==> config.mk <==
export PLATFORM = sky130hd
export DESIGN_NAME = python_frame_rx
export DESIGN_NICKNAME = d
export VERILOG_FILES = /design/src/rtl/python_frame_rx.sv
export SDC_FILE = /design/constraint.sdc
export NUM_CORES = 1
export LEC_CHECK = 0
export CAP_MARGIN = 20
export CORE_MARGIN = 5
export CORE_UTILIZATION = 56
export CTS_CLUSTER_DIAMETER = 120
export CTS_CLUSTER_SIZE = 40
export DETAILED_ROUTE_END_ITERATION = 10
export HOLD_SLACK_MARGIN = 0.1
export PLACE_DENSITY = 0.88
export SLEW_MARGIN = 40
export SYNTH_ARGS = -nofsm -noshare
export SYNTH_HDL_FRONTEND = slang
export SYNTH_SLANG_ARGS = --single-unit
==> constraint.sdc <==
create_clock -name c -period 2.95 [get_ports c]
set_input_delay 0.295 -clock c [delete_from_list [all_inputs] [get_ports c]]
set_output_delay 0.295 -clock c [all_outputs]
set_load 0.005 [all_outputs]
==> src/rtl/python_frame_rx.sv <==
// Receive-side framer for the 8-bit Python sensor stream (data/fv/lv).
// Latency: fixed 2 cycles from input sample to any out_* / *_err pulse.
// Backpressure: none; the sensor cannot be stalled, every cycle is consumed.
//
// Ports:
//   c, rst_n                     pixel clock, async active-low reset
//   in_data/in_fv/in_lv          raw sensor stream
//   out_data/out_valid           qualified pixel (black rows, excess pixels/rows dropped)
//   out_sof/out_eol/out_eof      geometry markers, out_x/out_y pixel coordinates
//   line_err/frame_err/proto_err one-cycle violation pulses
//   frame_cnt/last_line_len      statistics, live only when PYTHON_FRAME_RX_STATS_EN
//                                is defined, otherwise tied to 0
module python_frame_rx #(
  parameter int COLS       = 16,
  parameter int ROWS       = 8,
  parameter int BLACK_ROWS = 3
) (
  input  logic                      c,
  input  logic                      rst_n,
  input  logic [7:0]                in_data,
  input  logic                      in_fv,
  input  logic                      in_lv,
  output logic [7:0]                out_data,
  output logic                      out_valid,
  output logic                      out_sof,
  output logic                      out_eol,
  output logic                      out_eof,
  output logic [$clog2(COLS)-1:0]   out_x,
  output logic [$clog2(ROWS)-1:0]   out_y,
  output logic                      line_err,
  output logic                      frame_err,
  output logic                      proto_err,
  output logic [15:0]               frame_cnt,
  output logic [15:0]               last_line_len
);

  localparam int          XW      = $clog2(COLS);
  localparam int          YW      = $clog2(ROWS);
  localparam logic [15:0] COLS16  = 16'(COLS);
  localparam logic [15:0] ROWS16  = 16'(ROWS);
  localparam logic [15:0] BLACK16 = 16'(BLACK_ROWS);

  typedef enum logic [1:0] {
    S_SYNC  = 2'd0,
    S_IDLE  = 2'd1,
    S_FRAME = 2'd2,
    S_LINE  = 2'd3
  } state_t;

  state_t      state_q;
  logic        fv_q, lv_q;
  logic [7:0]  d_q;
  // Set once the input register holds a real post-reset sample; without it
  // the reset value fv_q=0 would let SYNC exit in the middle of a frame.
  logic        in_vld_q;
  logic [15:0] row_q, col_q;

  // Input stage
  always_ff @(posedge c or negedge rst_n) begin
    if (!rst_n) begin
      fv_q     <= 1'b0;
      lv_q     <= 1'b0;
      d_q      <= 8'd0;
      in_vld_q <= 1'b0;
    end else begin
      fv_q     <= in_fv;
      lv_q     <= in_lv;
      d_q      <= in_data;
      in_vld_q <= 1'b1;
    end
  end

  logic        in_frame, pix_take, fwd, line_end, frame_end;
  logic [15:0] col_inc, row_inc;

  assign in_frame  = (state_q == S_FRAME) || (state_q == S_LINE);
  // fv dropping ends the frame in FRAME or LINE; in LINE it also closes the
  // current line, whether or not lv dropped on the same sample.
  assign frame_end = in_frame && !fv_q;
  assign line_end  = (state_q == S_LINE) && (!fv_q || !lv_q);
  // The lv rising sample is seen in FRAME and is already the pixel at col 0.
  assign pix_take  = in_frame && fv_q && lv_q;
  assign fwd       = pix_take && (row_q >= BLACK16) && (row_q < ROWS16) &&
                     (col_q < COLS16);
  assign col_inc   = (col_q == 16'hFFFF) ? col_q : col_q + 16'd1;
  assign row_inc   = (row_q == 16'hFFFF) ? row_q : row_q + 16'd1;

  // Frame/line FSM with registered output stage
  always_ff @(posedge c or negedge rst_n) begin
    if (!rst_n) begin
      state_q   <= S_SYNC;
      row_q     <= 16'd0;
      col_q     <= 16'd0;
      out_data  <= 8'd0;
      out_valid <= 1'b0;
      out_sof   <= 1'b0;
      out_eol   <= 1'b0;
      out_eof   <= 1'b0;
      out_x     <= '0;
      out_y     <= '0;
      line_err  <= 1'b0;
      frame_err <= 1'b0;
      proto_err <= 1'b0;
    end else begin
      out_valid <= 1'b0;
      out_sof   <= 1'b0;
      out_eol   <= 1'b0;
      out_eof   <= 1'b0;
      line_err  <= 1'b0;
      frame_err <= 1'b0;
      proto_err <= (state_q != S_SYNC) && lv_q && !fv_q;

      // data/x/y hold their last value between valid pixels
      if (fwd) begin
        out_valid <= 1'b1;
        out_data  <= d_q;
        out_x     <= XW'(col_q);
        out_y     <= YW'(row_q - BLACK16);
        out_sof   <= (col_q == 16'd0) && (row_q == BLACK16);
        out_eol   <= (col_q == COLS16 - 16'd1);
        out_eof   <= (col_q == COLS16 - 16'd1) && (row_q == ROWS16 - 16'd1);
      end

      case (state_q)
        S_SYNC: begin
          if (in_vld_q && !fv_q) state_q <= S_IDLE;
        end
        S_IDLE: begin
          if (fv_q) begin
            row_q   <= 16'd0;
            col_q   <= 16'd0;
            state_q <= S_FRAME;
          end
        end
        S_FRAME: begin
          if (frame_end) begin
            frame_err <= (row_q != ROWS16);
            state_q   <= S_IDLE;
          end else if (lv_q) begin
            col_q   <= col_inc;
            state_q <= S_LINE;
          end
        end
        S_LINE: begin
          if (frame_end) begin
            // Truncated last line: row is not advanced before the frame check.
            line_err  <= (col_q != COLS16);
            frame_err <= (row_q != ROWS16);
            col_q     <= 16'd0;
            state_q   <= S_IDLE;
          end else if (line_end) begin
            line_err <= (col_q != COLS16);
            row_q    <= row_inc;
            col_q    <= 16'd0;
            state_q  <= S_FRAME;
          end else begin
            col_q <= col_inc;
          end
        end
        default: state_q <= S_SYNC;
      endcase
    end
  end

`ifdef PYTHON_FRAME_RX_STATS_EN
  logic [15:0] frame_cnt_q, last_line_len_q;

  always_ff @(posedge c or negedge rst_n) begin
    if (!rst_n) begin
      frame_cnt_q     <= 16'd0;
      last_line_len_q <= 16'd0;
    end else begin
      if (frame_end) frame_cnt_q <= frame_cnt_q + 16'd1;
      if (line_end)  last_line_len_q <= col_q;
    end
  end

  assign frame_cnt     = frame_cnt_q;
  assign last_line_len = last_line_len_q;
`else
  assign frame_cnt     = 16'd0;
  assign last_line_len = 16'd0;
`endif

endmodule

======== Word level (Yosys, flattened, before mapping) ========
Index checks and enable logic that the tools add are counted.
word-level totals
  output and inout bits ................... 54
  input port bits ......................... 12
  flip-flop bits (word level) ............. 67
  logic and storage cells ................. 94
operators by class
  reductions and logical operators ........ 25
  magnitude comparators ................... 3
  $add $sub $neg .......................... 3
  eq/ne operators ......................... 19
  mux-type cells .......................... 27
operator list
  kind                                                                number
  2-to-1 mux 16 bit                                                   9
  case mux 16 bit (3 select lines)                                    1
  adder 16 x 1 -> 16 bit, second input constant                       2
  equality test 16 bit, second input constant                         2
  case mux 16 bit (2 select lines)                                    1
  equality test 16 x 2 -> 1 bit, second input constant                1
  equality test 16 x 3 -> 1 bit, second input constant                1
  equality test 16 x 4 -> 1 bit, second input constant                1
  greater-or-equal comparator 16 x 2 -> 1 bit, second input constant  1
  logical NOT 16 bit                                                  1
  less-than comparator 16 x 4 -> 1 bit, second input constant         1
  less-than comparator 16 x 5 -> 1 bit, second input constant         1
  != test 16 x 4 -> 1 bit, second input constant                      1
  != test 16 x 5 -> 1 bit, second input constant                      1
  != test 2 bit, second input constant                                7
  logical AND 1 bit                                                   12
  2-to-1 mux 2 bit                                                    6
  2-to-1 mux 1 bit                                                    9
  case mux 2 bit (4 select lines)                                     1
  AND reduction 4 bit                                                 2
  != test 3 bit, second input constant                                2
  AND reduction 5 bit                                                 1
  equality test 2 bit, second input constant                          2
  nonzero test 2 bit                                                  2
  7 further kinds                                                     9

======== Longest topological paths before layout ========
  depth after elaboration ................. 8
  depth in mapped cells ................... 7
  mapped depth without buffers ............ 5

======== Least setup slack after synthesis ========
Ideal clock, no wire load.
  kind .................................... flip-flop to flip-flop
  from .................................... register fv_q
  to ...................................... register out_data[0]
  cell stages (with the launch flop) ...... 6
  library setup time ...................... 125 ps
  slack ................................... 1026 ps
  buffers on the path ..................... 1
  data required time ...................... 2825 ps
  arrival ................................. 1800 ps
  period minus slack after synthesis ...... 1924 ps
  cells stage by stage .................... dfrtp_1 nand3_4 or4_4 nor3_4 buf_6 mux2_2
on the way
  longest elaborated chain between the ends .. 5
RTL lines
  element                          line  source
  from (decl)                      51    logic fv_q, lv_q;
  from (signal assigned)           66    fv_q <= in_fv;
  logical AND 1 bit (2 in series)  82    assign pix_take = in_frame && fv_q && lv_q;
  logical AND 1 bit (3 in series)  83    assign fwd = pix_take && (row_q >= BLACK16) && (row_q < ROWS16) &&
  to (signal assigned)             116   out_data <= d_q;
  to (decl)                        23    output logic [7:0] out_data,
No other way between the ends.
A chain may end at the register's enable or synchronous reset.

======== Worst setup path in the final report ========
  from .................................... register state_q[1]
  to ...................................... register out_x[1]
on the way
  longest elaborated chain between the ends .. 7
  elaborated cells between the ends (all ways) .. 8
  those cells by class .................... 2 x eq/ne; 6 x reduce/logical
RTL lines
  element                              line  source
  from (decl)                          50    state_t state_q;
  from (signal assigned)               91    state_q <= S_SYNC;
  from (signal assigned)               126   if (in_vld_q && !fv_q) state_q <= S_IDLE;
  from (signal assigned)               132   state_q <= S_FRAME;
  equality test 2 bit                  76    assign in_frame = (state_q == S_FRAME) || (state_q == S_LINE);
  logical OR 1 bit (*)                 76
  logical AND 1 bit (*) (2 in series)  82
  logical AND 1 bit (*) (3 in series)  83
  to (signal assigned)                 117   out_x <= XW'(col_q);
  to (decl)                            28    output logic [$clog2(COLS)-1:0] out_x,
Mark *: on every way between the ends. The rest lies on a longest branch, timed or not.

==> metrics.txt <==
crit end category flip-flop; post-CTS setup buffer count 0; Num CTS Buffers 9; GRT Residual Overflow 0; setup TNS 0 ns; sequential cell area approximately 1700 um^2; Yosys warning total 0; WL/cell around 16 um; Avg Cell Area, Syn 9.97 um^2; Arrival @ worst endpoint 2.60 ns; Slew @ Worst Pin a little under 0.8 ns; area grow syn2layout 13.8%; floorplan core area 5990 um^2; Final Cycle Share 0.804; CTS H-Tree Depth 3; final setup fails 0; Clock Tree Buf Depth 2; largest net degree at the start of global routing 39; GP Congestion about 0.89; io pins 66; Die H 89.1 um; Final Hold Fails 0; Slew HR 0.466; WS Path Type flip-flop to flip-flop; pwr dens just under 500 nW/um^2; DRC viols 0; Routed Wire Length between 7000 and 8000 um; RSZ-0062 raised after global routing no; Pleak 1.73 nW; Antenna Nets Post-Route 0; Post-synth EDFFs 0; first-pass GRT wire length around 12000 um; DRT iter0 DRCs 292; layout cells sized above 1 0.118; Hold Slack around 0.37 ns; type of the worst min-delay path input port to flip-flop; post-layout net count 401; Mapped Area 3500 um^2; via count 2751; filler cell count between 400 and 500; fmax 422 MHz; clk slew on worst S/H paths 0.08 ns; Slew Viols, Final 0; asr flop ratio synth 1.00; die width 89.1 um; worst skew pair latency 0.35 ns; Worst VDD drop about 0.39 mV; sequential area share after synthesis 0.479; total track usage 0.202; Max Clock Skew 0.0145 ns; HPWL after detailed placement 5180 um; Row Count 28; commonest register cell after synthesis dfrtp_1; critical path startpoint category flip-flop; # resized after CTS 0; max cap viols 0; root buffer cell clkbuf_8; outcome complete, no violations; antenna cell count 0; #FFs+latches synth 67; WP data required 3.18 ns; post-detailed-route via-to-cell ratio 5.92; Pre-antenna DRT Iters 5; Mapped Cells between 300 and 400; Multi-input gate area 1580 um^2; vias in the first global route 2560; Port Buffer Count 33; CTS tree built; peak fanout along the critical path 14; initial core utilization 0.584; Netlist cell types 55; number of antenna violations at the first check in global routing 0; fin crit period between 2 and 2.5 ns; clock sinks 67; die footprint just under 8000 um^2
[flip-flops by register name, summed over array words and instances, names as in the netlist, 2 cells and up]
| signal | count |
|---|---|
| d_q | 8 |
| state_q | 2 |
| out_data | 8 |
| out_y | 3 |
| row_q | 16 |
| out_x | 4 |
| col_q | 16 |
[what timing repair did]
item | 4_1_cts | 5_1_grt
hold endpoints to repair | 36 | 0
hold buffers | 1 | 0
endpoints found under the setup margin | 0 | 0
[final cells by class]
| cell class | instances | share of cell area |
|---|---|---|
| clock buffer | 9 | 0.0311 |
| clock inverter | 7 | 0.0207 |
| inverter | 13 | 0.0123 |
| multi-input combinational | 255 | 0.397 |
| sequential | 67 | 0.421 |
| tap | 75 | 0.0236 |
| timing repair buffer | 39 | 0.0943 |
[placed cells by master (no fill, tap or decap), drive strengths merged, types with 2 or more instances in the layout]
cell,instances
a22oi,2
mux2,15
and3,4
nand4,5
inv,17
or3,3
clkinvlp,2
nor4,16
nor2,16
ha,4
o41ai,3
nand4b,3
nand3,23
conb,33
a21o,2
dfrtp,67
mux2i,12
or4,8
clkdlybuf4s50,32
o21ai,8
o31ai,6
nand2,33
nor3b,2
clkbuf,9
a211oi,4
nand2b,8
and2,3
nor3,9
a21oi,18
buf,6
[routing by layer]
metal / GRT usage / routed length (um) / up-vias
met5: 0 / 0 / -
li1: - / - / 1268
met4: 0.0920 / 140 / 0
met1: 0.273 / 3030 / 1310
met2: 0.314 / 3600 / 158
met3: 0.0442 / 618 / 15
[kinds of logic after synthesis]
family | share of synthesized area
buf+inv | 0.102
mux | 0.0826
simple gates | 0.218
other cells | 0.00215
compound gates | 0.102
flops | 0.479
fa+ha+maj | 0.0143
[Yosys cell counts, types with 7 or more instances]
cell	instances	area, um^2
o21ai_0	7	35.0
nand3_1	22	110
inv_1	13	48.8
mux2_2	15	169
dfrtp_1	67	1680
buf_4	32	240
clkbuf_1	10	37.5
nor3_1	8	40.0
mux2i_1	12	120
nor2_1	16	60.1
a21oi_1	18	90.1
nand2b_1	8	50.1
nor4_1	15	93.8
nand2_1	33	124
[power breakdown]
part | internal, mW | switching [mW]
logic | 0.0673 | 0.107
registers | 0.946 | 0.0325
clock network | 0.404 | 0.385
[final timing paths]
check,cells past startpoint,from,end,slack (ns)
min in group asynchronous,2,rst_n,d_q[7],0.43
hold / removal,1,in_data[4],d_q[4],0.37
setup / recovery,4,state_q[1],out_x[1],0.58
hold reg to reg,1,d_q[0],out_data[0],0.49
max in group asynchronous,3,rst_n,out_eol,1.84
setup reg to reg,4,state_q[1],out_x[1],0.58
[worst max-delay path, stage by stage, from the launching register on]
cell and delay (ns):
dfrtp_1 0.59, nand3_4 0.17, or4_4 0.55, nor3_4 0.54, mux2_2 0.41
[metrics by stage]
| stage | power, mW | area (um^2) | util | instances | worst slack (ns) |
|---|---|---|---|---|---|
| floorplan | 1.12 | 3620 | - | 382 | 1.03 |
| global placement | 1.16 | 3760 | 0.628 | 448 | 0.643 |
| detailed placement | 1.17 | 3760 | 0.628 | 448 | 0.571 |
| CTS | 1.95 | 3980 | 0.664 | 465 | 0.573 |
| global route | 2.03 | 3980 | 0.665 | 465 | 0.411 |
| finish | 1.94 | 3980 | 0.665 | 465 | 0.579 |
Note: power is estimated with default switching activity, not from simulation.
